$ cat src/rtl/mul_hilo_ctrl_pkg.sv
// Shared definitions for the MULT sequencer: FSM encoding, HI/LO select
// values and default timing parameters.
package mul_pkg;

  typedef enum logic [1:0] {
    ST_IDLE    = 2'd0,
    ST_ARM     = 2'd1,
    ST_RUN     = 2'd2,
    ST_RECOVER = 2'd3
  } state_t;

  localparam logic HILO_SEL_LO = 1'b0;
  localparam logic HILO_SEL_HI = 1'b1;

  localparam int TIMEOUT_DEF = 64;
  localparam int RECOVER_DEF = 1;
  localparam int CNT_W_DEF   = 7;

endpackage : mul_pkg

$ cat src/rtl/mul_hilo_ctrl_if.sv
// Bus between the MULT sequencer and the shared Booth multiplier.
// Handshake: operands are held stable while mul_run is high; the multiplier
// raises mul_valid with mul_result once per run, and mul_run low resets it.
interface mul_hilo_ctrl_if;
  logic [31:0] mul_multiplicand;
  logic [31:0] mul_multiplier;
  logic        mul_run;
  logic        mul_valid;
  logic [63:0] mul_result;

  modport master (
    output mul_multiplicand, mul_multiplier, mul_run,
    input  mul_valid, mul_result
  );

  modport slave (
    input  mul_multiplicand, mul_multiplier, mul_run,
    output mul_valid, mul_result
  );
endinterface : mul_hilo_ctrl_if

$ cat src/rtl/mul_hilo_ctrl_hilo_regfile.sv
// HI/LO architectural register pair: full 64-bit product write, single-half
// MTHI/MTLO write, and a combinational MFHI/MFLO read mux.
module hilo_regfile
  import mul_pkg::*;
(
  input  logic        clk,
  input  logic        rst_n,
  input  logic        prod_we,
  input  logic [63:0] prod,
  input  logic        mt_we,
  input  logic        mt_sel,
  input  logic [31:0] mt_data,
  input  logic        rd_sel,
  output logic [31:0] hi,
  output logic [31:0] lo,
  output logic [31:0] rd_data
);

  logic [31:0] hi_q, lo_q;

  always_ff @(posedge clk or negedge rst_n) begin
    if (!rst_n) begin
      hi_q <= '0;
      lo_q <= '0;
    end else if (prod_we) begin
      hi_q <= prod[63:32];
      lo_q <= prod[31:0];
    end else if (mt_we) begin
      if (mt_sel == HILO_SEL_HI) hi_q <= mt_data;
      else                       lo_q <= mt_data;
    end
  end

  assign hi      = hi_q;
  assign lo      = lo_q;
  assign rd_data = (rd_sel == HILO_SEL_HI) ? hi_q : lo_q;

endmodule : hilo_regfile

$ cat src/rtl/mul_hilo_ctrl.sv
// EX-stage MULT sequencer: arms the shared multiplier, commits the product
// to HI/LO, stalls dependent instructions, handles flush and watchdog abort.
module mul_hilo_ctrl
  import mul_pkg::*;
#(
  parameter int TIMEOUT_CYC = TIMEOUT_DEF,
  parameter int RECOVER_CYC = RECOVER_DEF,
  parameter int CNT_W       = CNT_W_DEF
) (
  input  logic        clk,
  input  logic        rst_n,
  input  logic        mul_req,
  input  logic [31:0] op_a,
  input  logic [31:0] op_b,
  input  logic        mf_req,
  input  logic        mf_sel,
  input  logic        mt_we,
  input  logic        mt_sel,
  input  logic [31:0] mt_data,
  input  logic        flush,
  mul_hilo_ctrl_if.master mbus,
  output logic        stall,
  output logic [31:0] mf_data,
  output logic [31:0] hi,
  output logic [31:0] lo,
  output logic        busy,
  output logic        timeout_err,
  output logic [1:0]  dbg_state
);

  localparam logic [CNT_W-1:0] TMO_LAST = CNT_W'(TIMEOUT_CYC - 1);
  localparam logic [CNT_W-1:0] REC_LAST = CNT_W'(RECOVER_CYC - 1);

  state_t            state_q, state_d;
  logic [CNT_W-1:0]  cnt_q, cnt_d;
  logic [31:0]       mcand_q, mcand_d, mplier_q, mplier_d;
  logic              run_q;
  logic              tmo_q, tmo_d;
  logic              prod_we, mt_wr;

  always_ff @(posedge clk or negedge rst_n) begin
    if (!rst_n) begin
      state_q  <= ST_IDLE;
      cnt_q    <= '0;
      mcand_q  <= '0;
      mplier_q <= '0;
      run_q    <= 1'b0;
      tmo_q    <= 1'b0;
    end else begin
      state_q  <= state_d;
      cnt_q    <= cnt_d;
      mcand_q  <= mcand_d;
      mplier_q <= mplier_d;
      run_q    <= (state_d == ST_RUN);
      tmo_q    <= tmo_d;
    end
  end

  always_comb begin
    state_d  = state_q;
    cnt_d    = cnt_q;
    mcand_d  = mcand_q;
    mplier_d = mplier_q;
    tmo_d    = tmo_q;
    prod_we  = 1'b0;
    mt_wr    = 1'b0;
    case (state_q)
      ST_IDLE: begin
        // A MULT wins over a simultaneous MTHI/MTLO, which is dropped.
        if (mul_req && !flush) begin
          mcand_d  = op_a;
          mplier_d = op_b;
          state_d  = ST_ARM;
        end else if (mt_we && !flush) begin
          mt_wr = 1'b1;
        end
      end
      ST_ARM: begin
        state_d = ST_RUN;
        cnt_d   = '0;
      end
      ST_RUN: begin
        // Flush outranks a same-cycle product so a squashed MULT never commits.
        if (flush) begin
          state_d = ST_RECOVER;
          cnt_d   = '0;
        end else if (mbus.mul_valid) begin
          prod_we = 1'b1;
          state_d = ST_RECOVER;
          cnt_d   = '0;
        end else if (cnt_q == TMO_LAST) begin
          tmo_d   = 1'b1;
          state_d = ST_RECOVER;
          cnt_d   = '0;
        end else begin
          cnt_d = cnt_q + CNT_W'(1);
        end
      end
      ST_RECOVER: begin
        if (cnt_q == REC_LAST) begin
          state_d = ST_IDLE;
          cnt_d   = '0;
        end else begin
          cnt_d = cnt_q + CNT_W'(1);
        end
      end
      default: state_d = ST_IDLE;
    endcase
  end

  hilo_regfile u_hilo (
    .clk     (clk),
    .rst_n   (rst_n),
    .prod_we (prod_we),
    .prod    (mbus.mul_result),
    .mt_we   (mt_wr),
    .mt_sel  (mt_sel),
    .mt_data (mt_data),
    .rd_sel  (mf_sel),
    .hi      (hi),
    .lo      (lo),
    .rd_data (mf_data)
  );

  assign mbus.mul_multiplicand = mcand_q;
  assign mbus.mul_multiplier   = mplier_q;
  assign mbus.mul_run          = run_q;

  assign busy        = (state_q != ST_IDLE);
  assign stall       = busy & (mul_req | mf_req | mt_we);
  assign timeout_err = tmo_q;
  assign dbg_state   = state_q;

endmodule : mul_hilo_ctrl

$ cat src/flat_wrapper.sv
// flat-port wrapper written by rule: the top's interface ports become plain ports
module mul_hilo_ctrl_flat import mul_pkg::*;
#(
  parameter int TIMEOUT_CYC = TIMEOUT_DEF,
  parameter int RECOVER_CYC = RECOVER_DEF,
  parameter int CNT_W       = CNT_W_DEF
)
  (clk, rst_n, mul_req, op_a, op_b, mf_req, mf_sel, mt_we, mt_sel, mt_data, flush, stall, mf_data, hi, lo, busy, timeout_err, dbg_state, mbus_mul_multiplicand, mbus_mul_multiplier, mbus_mul_run, mbus_mul_valid, mbus_mul_result);
  mul_hilo_ctrl_if mbus_i ();
  input  logic clk;
  input  logic rst_n;
  input  logic mul_req;
  input  logic [31:0] op_a;
  input  logic [31:0] op_b;
  input  logic mf_req;
  input  logic mf_sel;
  input  logic mt_we;
  input  logic mt_sel;
  input  logic [31:0] mt_data;
  input  logic flush;
  output logic stall;
  output logic [31:0] mf_data;
  output logic [31:0] hi;
  output logic [31:0] lo;
  output logic busy;
  output logic timeout_err;
  output logic [1:0] dbg_state;
  output wire logic [$bits(mbus_i.mul_multiplicand)-1:0] mbus_mul_multiplicand;
  output wire logic [$bits(mbus_i.mul_multiplier)-1:0] mbus_mul_multiplier;
  output wire logic [$bits(mbus_i.mul_run)-1:0] mbus_mul_run;
  input wire logic [$bits(mbus_i.mul_valid)-1:0] mbus_mul_valid;
  input wire logic [$bits(mbus_i.mul_result)-1:0] mbus_mul_result;
  assign mbus_mul_multiplicand = mbus_i.mul_multiplicand;
  assign mbus_mul_multiplier = mbus_i.mul_multiplier;
  assign mbus_mul_run = mbus_i.mul_run;
  assign mbus_i.mul_valid = mbus_mul_valid;
  assign mbus_i.mul_result = mbus_mul_result;
  mul_hilo_ctrl #(.TIMEOUT_CYC(TIMEOUT_CYC), .RECOVER_CYC(RECOVER_CYC), .CNT_W(CNT_W)) u_core (.clk(clk), .rst_n(rst_n), .mul_req(mul_req), .op_a(op_a), .op_b(op_b), .mf_req(mf_req), .mf_sel(mf_sel), .mt_we(mt_we), .mt_sel(mt_sel), .mt_data(mt_data), .flush(flush), .mbus(mbus_i), .stall(stall), .mf_data(mf_data), .hi(hi), .lo(lo), .busy(busy), .timeout_err(timeout_err), .dbg_state(dbg_state));
endmodule
$ cat config.mk
export PLATFORM = sky130hd
export DESIGN_NAME = mul_hilo_ctrl_flat
export DESIGN_NICKNAME = d
export VERILOG_FILES = /design/src/rtl/mul_hilo_ctrl_pkg.sv /design/src/rtl/mul_hilo_ctrl_if.sv /design/src/rtl/mul_hilo_ctrl_hilo_regfile.sv /design/src/rtl/mul_hilo_ctrl.sv /design/src/flat_wrapper.sv
export SDC_FILE = /design/constraint.sdc
export NUM_CORES = 1
export LEC_CHECK = 0
export ABC_CLOCK_PERIOD_IN_PS = 1600
export CAP_MARGIN = 20
export CORE_ASPECT_RATIO = 1.5
export CORE_UTILIZATION = 36
export DETAILED_ROUTE_END_ITERATION = 8
export PLACE_DENSITY = 0.77
export SLEW_MARGIN = 10
export SYNTH_ARGS = -nofsm -noshare
export SYNTH_HDL_FRONTEND = slang
export SYNTH_SLANG_ARGS = --single-unit
$ cat constraint.sdc
create_clock -name clk -period 1.6 [get_ports clk]
set_input_delay 0.32 -clock clk [delete_from_list [all_inputs] [get_ports clk]]
set_output_delay 0.32 -clock clk [all_outputs]
set_load 0.02 [all_outputs]
==> parameters.txt <==
Parameter                              Value

Clock tree
  Number of sinks on the clock net    139
  Clock tree from TritonCTS    done
  Htree depth    4
  Maximum buffer depth of the clock tree    2
  Clock Tree Root    clkbuf_16
  Clk slew on worst S/H paths    0.06 ns
  Worst skew pair latency    0.41 ns
  Cts bufs inserted    17

Synth
  Distinct cells, synth    41
  Arithmetic-cell share of the synthesized area counting full adders, half adders and majority gates    0.3924%
  Yosys Warn Count    0
  Post-Syn Area    6377 µm²
  Synthesized-area fraction occupied by and/or/nand/nor cells    8.574%
  Dominant combinational cell family by area after synthesis    multiplexers
  Average footprint of a synthesized cell    13.10 µm²
  XOR/XNOR share of the synthesized area    0.1373%
  Synthesized netlist cell count    487
  Async set-reset flop share out of synthesis    100.0%
  Top FF cell, synth    dfrtp_1
  Total nets after synthesis    658
  Number of synthesized flops with an enable pin    0
  Multiplexer fraction of the synthesized cell area    22.13%
  Number of register bits inferred by synthesis    139
  Proportion of synthesized chip area in sequential cells    54.54%
  Complex-gate fraction of the synthesized area    9.770%

STA
  Setup-failing EPs final    111
  Worst Tran Pin Value    0.4306 ns
  Period minus WS final    1.714 ns
  Final Cycle Share    107.1%
  Worst clock skew    0.008888 ns
  Post-route worst setup slack    -0.1138 ns
  Final count of hold timing violations    0
  Slew margin rel.    71.07%
  Unrepaired setup endpoints after global routing    yes
  Max Slew Vio Count    0
  Worst Hold Slack    0.3391 ns
  Max frequency    583.5 MHz
  Final setup TNS    -4.463 ns

Floorplanning
  Die extent in y    165.0 µm
  Placement Rows    59
  Die area    18,260 µm²
  Core region area    17,350 µm²
  Top-Level Pins    335
  Starting density of the core    36.76%
  Die extent in x    110.7 µm

Global route
  Number of global-route vias before repair    6,106
  Global routing usage summed across all routing layers    24.34%
  Met2 GRT Util    43.70%
  Met3 track demand over resource in global routing    5.358%
  Number of antenna violations at the first check in global routing    0
  Wire length of the first global-routing pass    33,680 µm
  Maximum number of pins on one net before global-route repair    45
  Grt peak-use layer    met2
  Grt met1 use    27.80%
  Gr ovfl total    0

Setup path
  Arrival time worst endpoint    2.01 ns
  Highest net fanout along the worst path    5
  Critical path start-end classification    reg -> reg
  Critical path launch point type    register
  Crit path required time    1.90 ns
  Kind of capture point of the worst setup path    register
  Worst-path cell chain    buf_6, nor3_4, and4bb_4, buf_12, clkbuf_16, nor3b_2, a221o_1
  Slowest Stage Delay on Critical Path    0.41 ns
  Critical path's slowest cell    dfrtp_2

Status
  Outcome    finished, violations left
  Failing checks    setup timing

Place
  GP Congestion    0.8462
  HPWL after DPL    16,210 µm
  Number of placed instances with taps included    1,088
  Port Buffer Count    334
  Total placed instance area    10,530 µm²

Cells and area
  Core occupancy in the finished layout    65.68%
  Share of cells above drive strength 1    33.62%
  Final standard cell count with taps included and fillers excluded    1,144
  Total of fill cells in the finished design    1,336
  Area growth syn-to-layout    78.67%
  Commonest cells after routing, fill and taps aside    clkdlybuf4s50_1, dfrtp_1, dlygate4sd2_1
  Most common library cell in the layout ignoring fill and taps    clkdlybuf4s50_1
  Final design instance area without fill    11,390 µm²
  Net count of the finished layout    1,089
  Number of antenna repair diodes    0

Power and ir drop
  Static leakage    0.005425 µW
  Worst supply voltage drop on vdd    999.4 µV
  Pwr/cell area    1844 nW/µm²

Route
  Number of optimization iterations in the first detailed-route pass    4
  Routed wirelength normalized by instance count    20.23 µm
  Avg Vias per Cell    5.122
  Final WL    23,150 µm
  Number of DRC violations after detailed routing    0
  Number of DRC markers after the initial detailed-route iteration    309
  Via count    5,859
  Remaining antenna violation count after routing    0

Min path
  Path category of the worst min-delay check    in -> async

Job
  Total of max-cap violations    0
==> worst max-delay path, delay by kind of cell, from the launching register on <==
| family | cells | cell delay (ns) |
|---|---|---|
| AND/OR/NAND/NOR | 3 | 0.49 |
| AO/OA/AOI/OAI | 1 | 0.26 |
| flip-flops | 1 | 0.41 |
| buffers and inverters | 3 | 0.43 |
==> cell usage after synthesis (all sizes together), types with 2 or more instances <==
cell type  number  area share (%)
a221o          32             5.0
and3            2            0.20
buf            32             3.8
clkbuf          3            0.18
dfrtp         139              55
ha              2            0.39
inv             8            0.47
mux2           96              17
mux2i          33             5.2
nand2          38             2.2
nand3           3            0.24
nor2            6            0.35
nor3            3            0.31
nor3b          32             3.8
nor4b           2            0.75
o21a            2            0.24
o21ai          37             3.0
==> final cells by class <==
cell class	count	area (µm²)	share of cell area (%)
Multi-Input combinational cell	305	2775	24.35
Sequential cell	139	3481	30.55
Clock inverter	13	141.4	1.241
Timing Repair Buffer	447	4258	37.37
Clock buffer	19	442.9	3.887
Inverter	8	30.03	0.2635
Tap cell	213	266.5	2.339
==> state kept, by name, indices dropped and copies added, names as in the netlist <==
register                      count
u_core.mbus.mul_multiplicand     32
u_core.u_hilo.lo                 32
u_core.mbus.mul_run               1
u_core.dbg_state                  2
u_core.cnt_q                      7
u_core.mbus.mul_multiplier       32
u_core.u_hilo.hi                 32
u_core.timeout_err                1
==> cell families after synthesis <==
family,count (synthesis)
muxes,129
AOI/OAI and AO/OA,81
DFF,139
adders and majority gates,2
xor gates and xnor gates,1
buffers and inverters,43
and+or+nand+nor,92
==> power breakdown <==
| group | internal, µW | switching, µW |
|---|---|---|
| Sequential | 5140 | 904 |
| Combinational | 5420 | 5620 |
| Clock | 2350 | 1570 |
==> per-layer routing <==
layer | vias up | part of all wire [%]
met5 | - | 0
met4 | 0 | 3.0
met3 | 37 | 4.6
met2 | 230 | 55
met1 | 2930 | 38
li1 | 2662 | -
==> worst paths after layout <==
check	slack, ns	cells after the start	endpoint	from
setup / recovery	-0.11	7	u_core.u_hilo.lo[26]$_DFFE_PN0P_	u_core.dbg_state[0]$_DFF_PN0_
hold / removal	0.34	2	u_core.mbus.mul_multiplier[19]$_DFFE_PN0P_	rst_n
setup reg to reg	-0.11	7	u_core.u_hilo.lo[26]$_DFFE_PN0P_	u_core.dbg_state[0]$_DFF_PN0_
hold reg to reg	0.50	1	u_core.mbus.mul_multiplicand[16]$_DFFE_PN0P_	u_core.mbus.mul_multiplicand[16]$_DFFE_PN0P_
max in group asynchronous	0.69	3	u_core.mbus.mul_multiplicand[2]$_DFFE_PN0P_	rst_n
min in group clk	0.46	3	u_core.u_hilo.hi[2]$_DFFE_PN0P_	mbus_mul_result[34]
==> timing repair <==
action / 4_1_cts / 5_1_grt
pin swaps: 8 / 20
gates cloned: 5 / 1
endpoints found under the hold margin: 20 / 0
gates resized for setup: 296 / 91
setup endpoints to repair: 262 / 180
hold buffers: 1 / 0
setup buffers: 12 / 6
==> metrics by stage <==
step	worst slack [ns]	total power [µW]
final	-0.1138	21010
after global routing	-0.1613	22030
after CTS	-0.1230	20620
after detailed placement	-0.4785	17880
after global placement	-0.4215	17630
after floorplan	0.009919	11470
Note: power is estimated with default switching activity, not from simulation.
